File: src/rtl/uart_loader_pkg.sv
// Shared bus constants, ack codes and state type for the UART memory loader.
package uart_loader_pkg;

    localparam int unsigned BUS_WIDTH     = 32;
    localparam int unsigned BUS_ACC_WIDTH = 2;

    localparam logic [BUS_ACC_WIDTH-1:0] BUS_ACC_4B = 2'b10;

    localparam logic [7:0] ACK_OK      = 8'h00;
    localparam logic [7:0] ACK_CSUM    = 8'h01;
    localparam logic [7:0] ACK_FAULT   = 8'h02;
    localparam logic [7:0] ACK_OVERRUN = 8'h03;
    localparam logic [7:0] ACK_TIMEOUT = 8'h04;
    localparam logic [7:0] ACK_ALIGN   = 8'h05;

    typedef enum logic [2:0] {
        S_IDLE,
        S_ADDR,
        S_LEN,
        S_DATA,
        S_CSUM,
        S_DRAIN,
        S_ACK
    } state_t;

endpackage

File: src/rtl/uart_loader.sv
// Packet loader: parses sync/addr/len/payload/csum bytes from the UART RX
// stream, writes payload words to the bus and returns a one-byte ack.
module uart_loader
    import uart_loader_pkg::*;
#(
    parameter logic [7:0]  SYNC_BYTE   = 8'h5A,
    parameter int unsigned TIMEOUT_CYC = 1000000
) (
    input  logic                     clk,
    input  logic                     rst,
    input  logic                     rx_vld,
    input  logic [7:0]               rx_data,
    input  logic                     tx_full,
    output logic                     tx_req,
    output logic [7:0]               tx_data,
    output logic [31:0]              addr,
    output logic                     w_rb,
    output logic [BUS_ACC_WIDTH-1:0] acc,
    output logic [BUS_WIDTH-1:0]     wdata,
    output logic                     req,
    input  logic                     resp,
    input  logic                     fault,
    output logic                     busy
);

    state_t      state, state_nxt;
    logic [31:0] base;
    logic [1:0]  byte_cnt;
    logic [8:0]  word_cnt;
    logic [7:0]  word_idx;
    logic [23:0] word_sr;
    logic [7:0]  csum;
    logic [7:0]  err;
    logic        pending;
    logic [31:0] tmo_cnt;

    logic        in_pkt, byte_in, timeout, bus_done, word_done, overrun, issue;
    logic [7:0]  csum_sum, err_pre, err_nxt;

    assign in_pkt    = (state == S_ADDR) || (state == S_LEN) || (state == S_DATA) || (state == S_CSUM);
    assign byte_in   = rx_vld && in_pkt;
    assign timeout   = in_pkt && !rx_vld && (tmo_cnt == TIMEOUT_CYC - 1);
    assign bus_done  = pending && (resp || fault);
    assign word_done = byte_in && (state == S_DATA) && (byte_cnt == 2'd3);
    assign csum_sum  = csum + rx_data;

    // A fault retiring the outstanding write ranks ahead of anything decided by this cycle's byte.
    assign err_pre = (err == ACK_OK && pending && fault) ? ACK_FAULT : err;
    assign overrun = word_done && pending && !bus_done;
    assign issue   = word_done && (err_pre == ACK_OK) && !overrun;

    always_comb begin
        err_nxt = err_pre;
        if (err_pre == ACK_OK) begin
            if (overrun)
                err_nxt = ACK_OVERRUN;
            else if (byte_in && state == S_LEN && base[1:0] != 2'b00)
                err_nxt = ACK_ALIGN;
            else if (byte_in && state == S_CSUM && csum_sum != 8'h00)
                err_nxt = ACK_CSUM;
            else if (timeout)
                err_nxt = ACK_TIMEOUT;
        end
    end

    always_ff @(posedge clk) begin
        if (rst)
            state <= S_IDLE;
        else
            state <= state_nxt;
    end

    always_comb begin
        state_nxt = state;
        tx_req    = 1'b0;
        tx_data   = '0;
        case (state)
            S_IDLE:  if (rx_vld && rx_data == SYNC_BYTE) state_nxt = S_ADDR;
            S_ADDR:  if (timeout) state_nxt = S_DRAIN;
                     else if (rx_vld && byte_cnt == 2'd3) state_nxt = S_LEN;
            S_LEN:   if (timeout) state_nxt = S_DRAIN;
                     else if (rx_vld) state_nxt = S_DATA;
            S_DATA:  if (timeout) state_nxt = S_DRAIN;
                     else if (word_done && word_cnt == 9'd1) state_nxt = S_CSUM;
            S_CSUM:  if (timeout || rx_vld) state_nxt = S_DRAIN;
            S_DRAIN: if (!pending) state_nxt = S_ACK;
            S_ACK:   if (!tx_full && !rst) begin
                         tx_req    = 1'b1;
                         tx_data   = err;
                         state_nxt = S_IDLE;
                     end
            default: state_nxt = S_IDLE;
        endcase
    end

    always_ff @(posedge clk) begin
        if (rst) begin
            base     <= '0;
            byte_cnt <= '0;
            word_cnt <= '0;
            word_idx <= '0;
            word_sr  <= '0;
            csum     <= '0;
            err      <= ACK_OK;
            pending  <= 1'b0;
            tmo_cnt  <= '0;
            req      <= 1'b0;
            addr     <= '0;
            wdata    <= '0;
        end else begin
            req     <= issue;
            err     <= err_nxt;
            tmo_cnt <= (in_pkt && !rx_vld) ? tmo_cnt + 32'd1 : '0;
            if (issue) begin
                addr  <= base + {22'd0, word_idx, 2'b00};
                wdata <= {rx_data, word_sr};
            end
            if (issue)
                pending <= 1'b1;
            else if (bus_done)
                pending <= 1'b0;

            if (state == S_IDLE && rx_vld && rx_data == SYNC_BYTE) begin
                base     <= '0;
                byte_cnt <= '0;
                word_cnt <= '0;
                word_idx <= '0;
                word_sr  <= '0;
                csum     <= '0;
                err      <= ACK_OK;
            end else if (byte_in) begin
                csum <= csum_sum;
                case (state)
                    S_ADDR: begin
                        base     <= {rx_data, base[31:8]};
                        byte_cnt <= byte_cnt + 2'd1;
                    end
                    S_LEN: begin
                        word_cnt <= (rx_data == 8'h00) ? 9'd256 : {1'b0, rx_data};
                        byte_cnt <= '0;
                        word_idx <= '0;
                    end
                    S_DATA: begin
                        word_sr  <= {rx_data, word_sr[23:8]};
                        byte_cnt <= byte_cnt + 2'd1;
                        if (byte_cnt == 2'd3) begin
                            word_cnt <= word_cnt - 9'd1;
                            word_idx <= word_idx + 8'd1;
                        end
                    end
                    default: ;
                endcase
            end
        end
    end

    assign w_rb = 1'b1;
    assign acc  = BUS_ACC_4B;
    assign busy = (state != S_IDLE);

endmodule

File: config.mk
export PLATFORM = sky130hd
export DESIGN_NAME = uart_loader
export DESIGN_NICKNAME = d
export VERILOG_FILES = /design/src/rtl/uart_loader_pkg.sv /design/src/rtl/uart_loader.sv
export SDC_FILE = /design/constraint.sdc
export NUM_CORES = 1
export LEC_CHECK = 0
export BUFFER_PORTS_ARGS = -buffer_cell sky130_fd_sc_hd__buf_2
export CORE_UTILIZATION = 30
export DETAILED_ROUTE_END_ITERATION = 8
export HOLD_SLACK_MARGIN = 0.03
export SLEW_MARGIN = 40
export SYNTH_ARGS = -nofsm -noshare
export SYNTH_HDL_FRONTEND = slang
export SYNTH_SLANG_ARGS = --single-unit
File: constraint.sdc
create_clock -name clk -period 5.8 [get_ports clk]
set_clock_uncertainty 0.05 [all_clocks]
set_input_delay 1.74 -clock clk [delete_from_list [all_inputs] [get_ports clk]]
set_output_delay 1.74 -clock clk [all_outputs]
set_load 0.02 [all_outputs]
Word-level counts from Yosys, hierarchy flattened
Cells that the tools add are included.
{ "totals": {"regBits": 192, "latch_bits": 0, "mem_bits_rw": 0, "rom_bits": 0, "in_bits": 14, "out_inout_bits": 78, "word_cells": 117, "n_memories": 0} }
{ "classes": {"add_sub_neg": 6, "n_mul": 0, "div_mod_pow": 0, "magnitude_cmp": 0, "eq_ne": 18, "shift": 0, "mux": 29, "n_bitwise": 1, "reduce_logical": 50} }
{ "op_table": {"columns": ["operator", "n"], "rows": [
  ["two-way mux 8 bit", 9],
  ["adder 32 x 1 -> 32 bit (second input constant)", 1],
  ["adder 32 x 10 -> 32 bit", 1],
  ["== test 32 x 20 -> 1 bit (second input constant)", 1],
  ["two-way mux 3 bit", 10],
  ["zero test 8 bit", 3],
  ["logical AND 1 bit", 22],
  ["case mux 3 bit (7 select lines)", 1],
  ["two-way mux 9 bit", 2],
  ["case mux 9 bit (2 select lines)", 1],
  ["case mux 8 bit (2 select lines)", 1],
  ["== test 3 bit (second input constant)", 3],
  ["== test 9 x 1 -> 1 bit (second input constant)", 1],
  ["subtractor 9 x 1 -> 9 bit (second input constant)", 1],
  ["adder 8 x 1 -> 8 bit (second input constant)", 1],
  ["adder 8 bit", 1],
  ["== test 8 x 7 -> 1 bit (second input constant)", 1],
  ["nonzero test 2 bit", 4],
  ["nonzero test 8 bit", 1],
  ["AND reduction 7 bit", 1],
  ["== test 3 x 2 -> 1 bit (second input constant)", 2],
  ["inequality test 2 bit (second input constant)", 3],
  ["inequality test 3 x 2 -> 1 bit (second input constant)", 2],
  ["AND reduction 2 bit", 3],
  ["14 further kinds", 28]
]} }

Logic depth before layout (Yosys ltp)
{ "logic_depth": {"depth_word": 12, "mapped_depth": 10} }

Least setup slack after synthesis
No wires, ideal clock.
{ "synth_timing": {"path_kind": "input to output", "from": "in rst", "to": "out tx_data[1]", "arrival_time_ps": 2962, "required_ps": 4010, "setup_slack_ps": 1048, "path_stages": 3, "n_path_buf": 1, "cell_sequence": "clkbuf_1 > nor3_1 > and2_1"} }
{ "synth_via": {"elab_chain_cells": 4} }
{ "synth_rtl": {"columns": ["element", "line_no", "rtl"], "rows": [
  ["start: declaration", "uart_loader.sv:10", "input logic rst,"],
  ["zero test 1 bit", "uart_loader.sv:87", "S_ACK: if (!tx_full && !rst) begin"],
  ["logical AND 1 bit", "uart_loader.sv:87", null],
  ["two-way mux 8 bit", "uart_loader.sv:87", null],
  ["two-way mux 8 bit", "uart_loader.sv:77", "case (state)"],
  ["end: declaration", "uart_loader.sv:15", "output logic [7:0] tx_data,"]
]} }
No other way between the ends.

Final worst setup path
{ "layout_timing": {"from": "in rst", "to": "out tx_data[7]"} }
Same word-level chain as after synthesis.

==> metrics.md <==
| Metric | Value |
|---|---|
| Status | completed |
| Remaining global-route overflow | 0 |
| DRT iter0 DRCs | 424 |
| Top post-synthesis cells by area | dfxtp_1, nand2_1, a21oi_1 |
| WP data required | 4.01 ns |
| Most common cell on crit path | buf_2 |
| Postcts setup bufs | 0 |
| DR WL/cell | 14.4 microns |
| Max-slew violation count | 0 |
| Num CTS Buffers | 17 |
| Actual slew at the worst max-slew pin | 0.835 ns |
| Design area | 10300 sq um |
| CP startpoint kind | input port |
| Total Power | 0.00269 W |
| Hold crit path type | reg2reg |
| Clk slew on worst S/H paths | 0.08 ns |
| Syn. warnings | 0 |
| Fin crit period | 4.46 ns |
| First-pass DRT Iterations | 5 |
| Lkg Pwr | 3.66 nW |
| Port bufs | 88 |
| Vias per cell | 4.93 |
| Max rail drop VDD | 0.181 mV |
| Worst slew margin | 0.443 |
| Die Span Y | 174 microns |
| Fin Setup TNS | 0 ns |
| Final hold viol count | 0 |
| N_diodes | 0 |
| Vias in the first global route | 7185 |
| Vias | 7614 |
| Crit path max fanout | 7 |
| Die area | 30100 sq um |
| # clock sinks | 192 |
| CTS Buffer Depth | 2 |
| Setup Crit Path Kind | in2out |
| Max Clock Freq | 224 MHz |
| Row cnt | 62 |
| Initial antenna violation count | 2 |
| Setup crit end kind | primary output |
| Final net count | 1182 |
| Dpl cell area | 9620 sq um |
| Hold_buf cts | 0 |
| IO Pins | 92 |
| DRC Markers | 0 |
| DRT Wirelength | 22300 microns |
| Reg2Reg Setup Slack | 2.76 ns |
| Largest net degree at the start of global routing | 73 |
| Tcrit/Tclk final | 0.769 |
| Post-synth top area share | 0.435 |
| Distinct cell type count after synthesis | 68 |
| Area of the mapped netlist | 8840 sq um |
| Antenna viol nets, final | 0 |
| Routability-driven placement congestion ratio | 0.818 |
| Mapped Avg Cell Area | 8.11 sq um |
| Util after Layout | 0.355 |
| Worst-path cell chain | buf_2, nor3_1, and2_1, buf_2 |
| Buf+Inv Stages, Crit Path | 2 |
| Ys flop type | dfxtp_1 |
| Final Setup Violations | 0 |
| Skew-Pair Late Insertion Delay | 0.44 ns |
| Max Cap Viol | 0 |
| Clock Tree Root | clkbuf_16 |
| Number of synthesized flops with an enable pin | 0 |
| Cells after Synth | 1090 |
| Crit path max-delay cell type | nor3_1 |
| Core Area | 28900 sq um |
| Layout cells sized above 1 | 0.137 |
| Cell area power density | 263 nW/um^2 |
| Most common cell after layout, fill and taps aside | nand2_1 |
| CTS tree | done |
| # resized after CTS | 0 |
| First-pass GRT wire length | 36800 microns |
| Share of synthesized flip-flops with an asynchronous set or reset | 0 |
| Crit path max-delay family | simple AND/OR/NAND/NOR gates |
| CTS H-Tree Depth | 4 |
| RSZ-0062 raised after global routing | false |
| Worst stage delay on the critical path | 0.46 ns |
| Area leader, netlist | dfxtp_1 |
| Most frequent cells in the layout | nand2_1, dfxtp_1, a21oi_1 |
| Layout area overhead | 16.0% |
| #FFs+latches synth | 192 |
| CP Data Arrival Time | 2.67 ns |
| Starting Density | 0.306 |
| DP HPWL | 15300 microns |
| Global Route Usage Sum | 0.150 |
| Seq/Total Area, Yosys | 0.435 |
| Die X | 174 microns |
-- stage by stage --
step	hold WS, ns	std cells	worst slack, ns
2_1_floorplan	0.385	1091	1.05
3_5_place_dp	0.391	1511	1.32
4_1_cts	0.403	1543	1.32
3_3_place_gp	0.386	1511	1.40
6_report	0.402	1543	1.34
5_1_grt	0.431	1543	1.26
-- power breakdown --
group	switching (W)	leakage, nW	internal (W)
Combinational	0.0000848	1.81	0.0000345
Sequential	0.0000137	1.55	0.00132
Clock	0.000598	0.304	0.000637
-- worst register-to-register path, delay by kind of cell (launching register included) --
| kind | cells | cell delay, ns |
|---|---|---|
| AOI/OAI and AO/OA | 1 | 0.06 |
| and+or+nand+nor | 5 | 1.43 |
| buffers and inverters | 2 | 0.72 |
| DFF | 1 | 0.72 |
-- cell usage after synthesis, types with 6 or more instances --
cell	instances
nor4_1	8
buf_1	8
or3_1	9
nor2_1	97
nand3_1	25
ha_1	20
and4_1	9
nor3_1	9
nor2b_1	6
o21ai_0	26
xnor2_1	27
clkbuf_1	38
inv_1	17
a211oi_1	42
nand2_1	242
xor2_1	35
and3_1	17
nand4_1	12
nor3b_1	6
buf_2	12
dfxtp_1	192
o211ai_1	7
and2_1	16
a21oi_1	129
-- kinds of logic (layout without fill, tap and decap cells) --
group,count (synthesis),after routing,synth area share
other,2,3,0.000850
AND/OR/NAND/NOR,486,486,0.258
adder cells (fa/ha/maj),22,22,0.0328
flip-flops,192,192,0.435
AO/OA/AOI/OAI,244,244,0.171
buffers and inverters,79,147,0.0381
multiplexers,3,3,0.00340
XOR/XNOR,62,62,0.0614
-- registers in the layout (all words and copies together) (netlist names), 8 cells and up --
register / cells
addr: 32
base: 32
csum: 8
err: 8
tmo_cnt: 32
wdata: 32
word_cnt: 9
word_idx: 8
word_sr: 24
-- final cells by class --
type                            count  area, sq um
Clock inverter                     14          186
Fill cell                        3059        18600
Timing Repair Buffer               97          520
Inverter                           18         81.3
Clock buffer                       18          439
Sequential cell                   192         3840
Tap cell                          384          480
Multi-Input combinational cell    820         4700
-- layer usage --
layer,up-vias,track usage,share of wire
met5,-,0,0.0012
met4,4,0.0471,0.014
met2,129,0.256,0.49
met3,27,0.0320,0.035
li1,3886,-,-
met1,3568,0.189,0.46
-- final timing paths --
path,to,cells past startpoint,startpoint
max reg2reg,addr[6],8,state[1]
min,wdata[13],2,wdata[13]
min reg2reg,wdata[13],2,wdata[13]
max,tx_data[7],4,rst
Power figures use the tool's default switching activity.
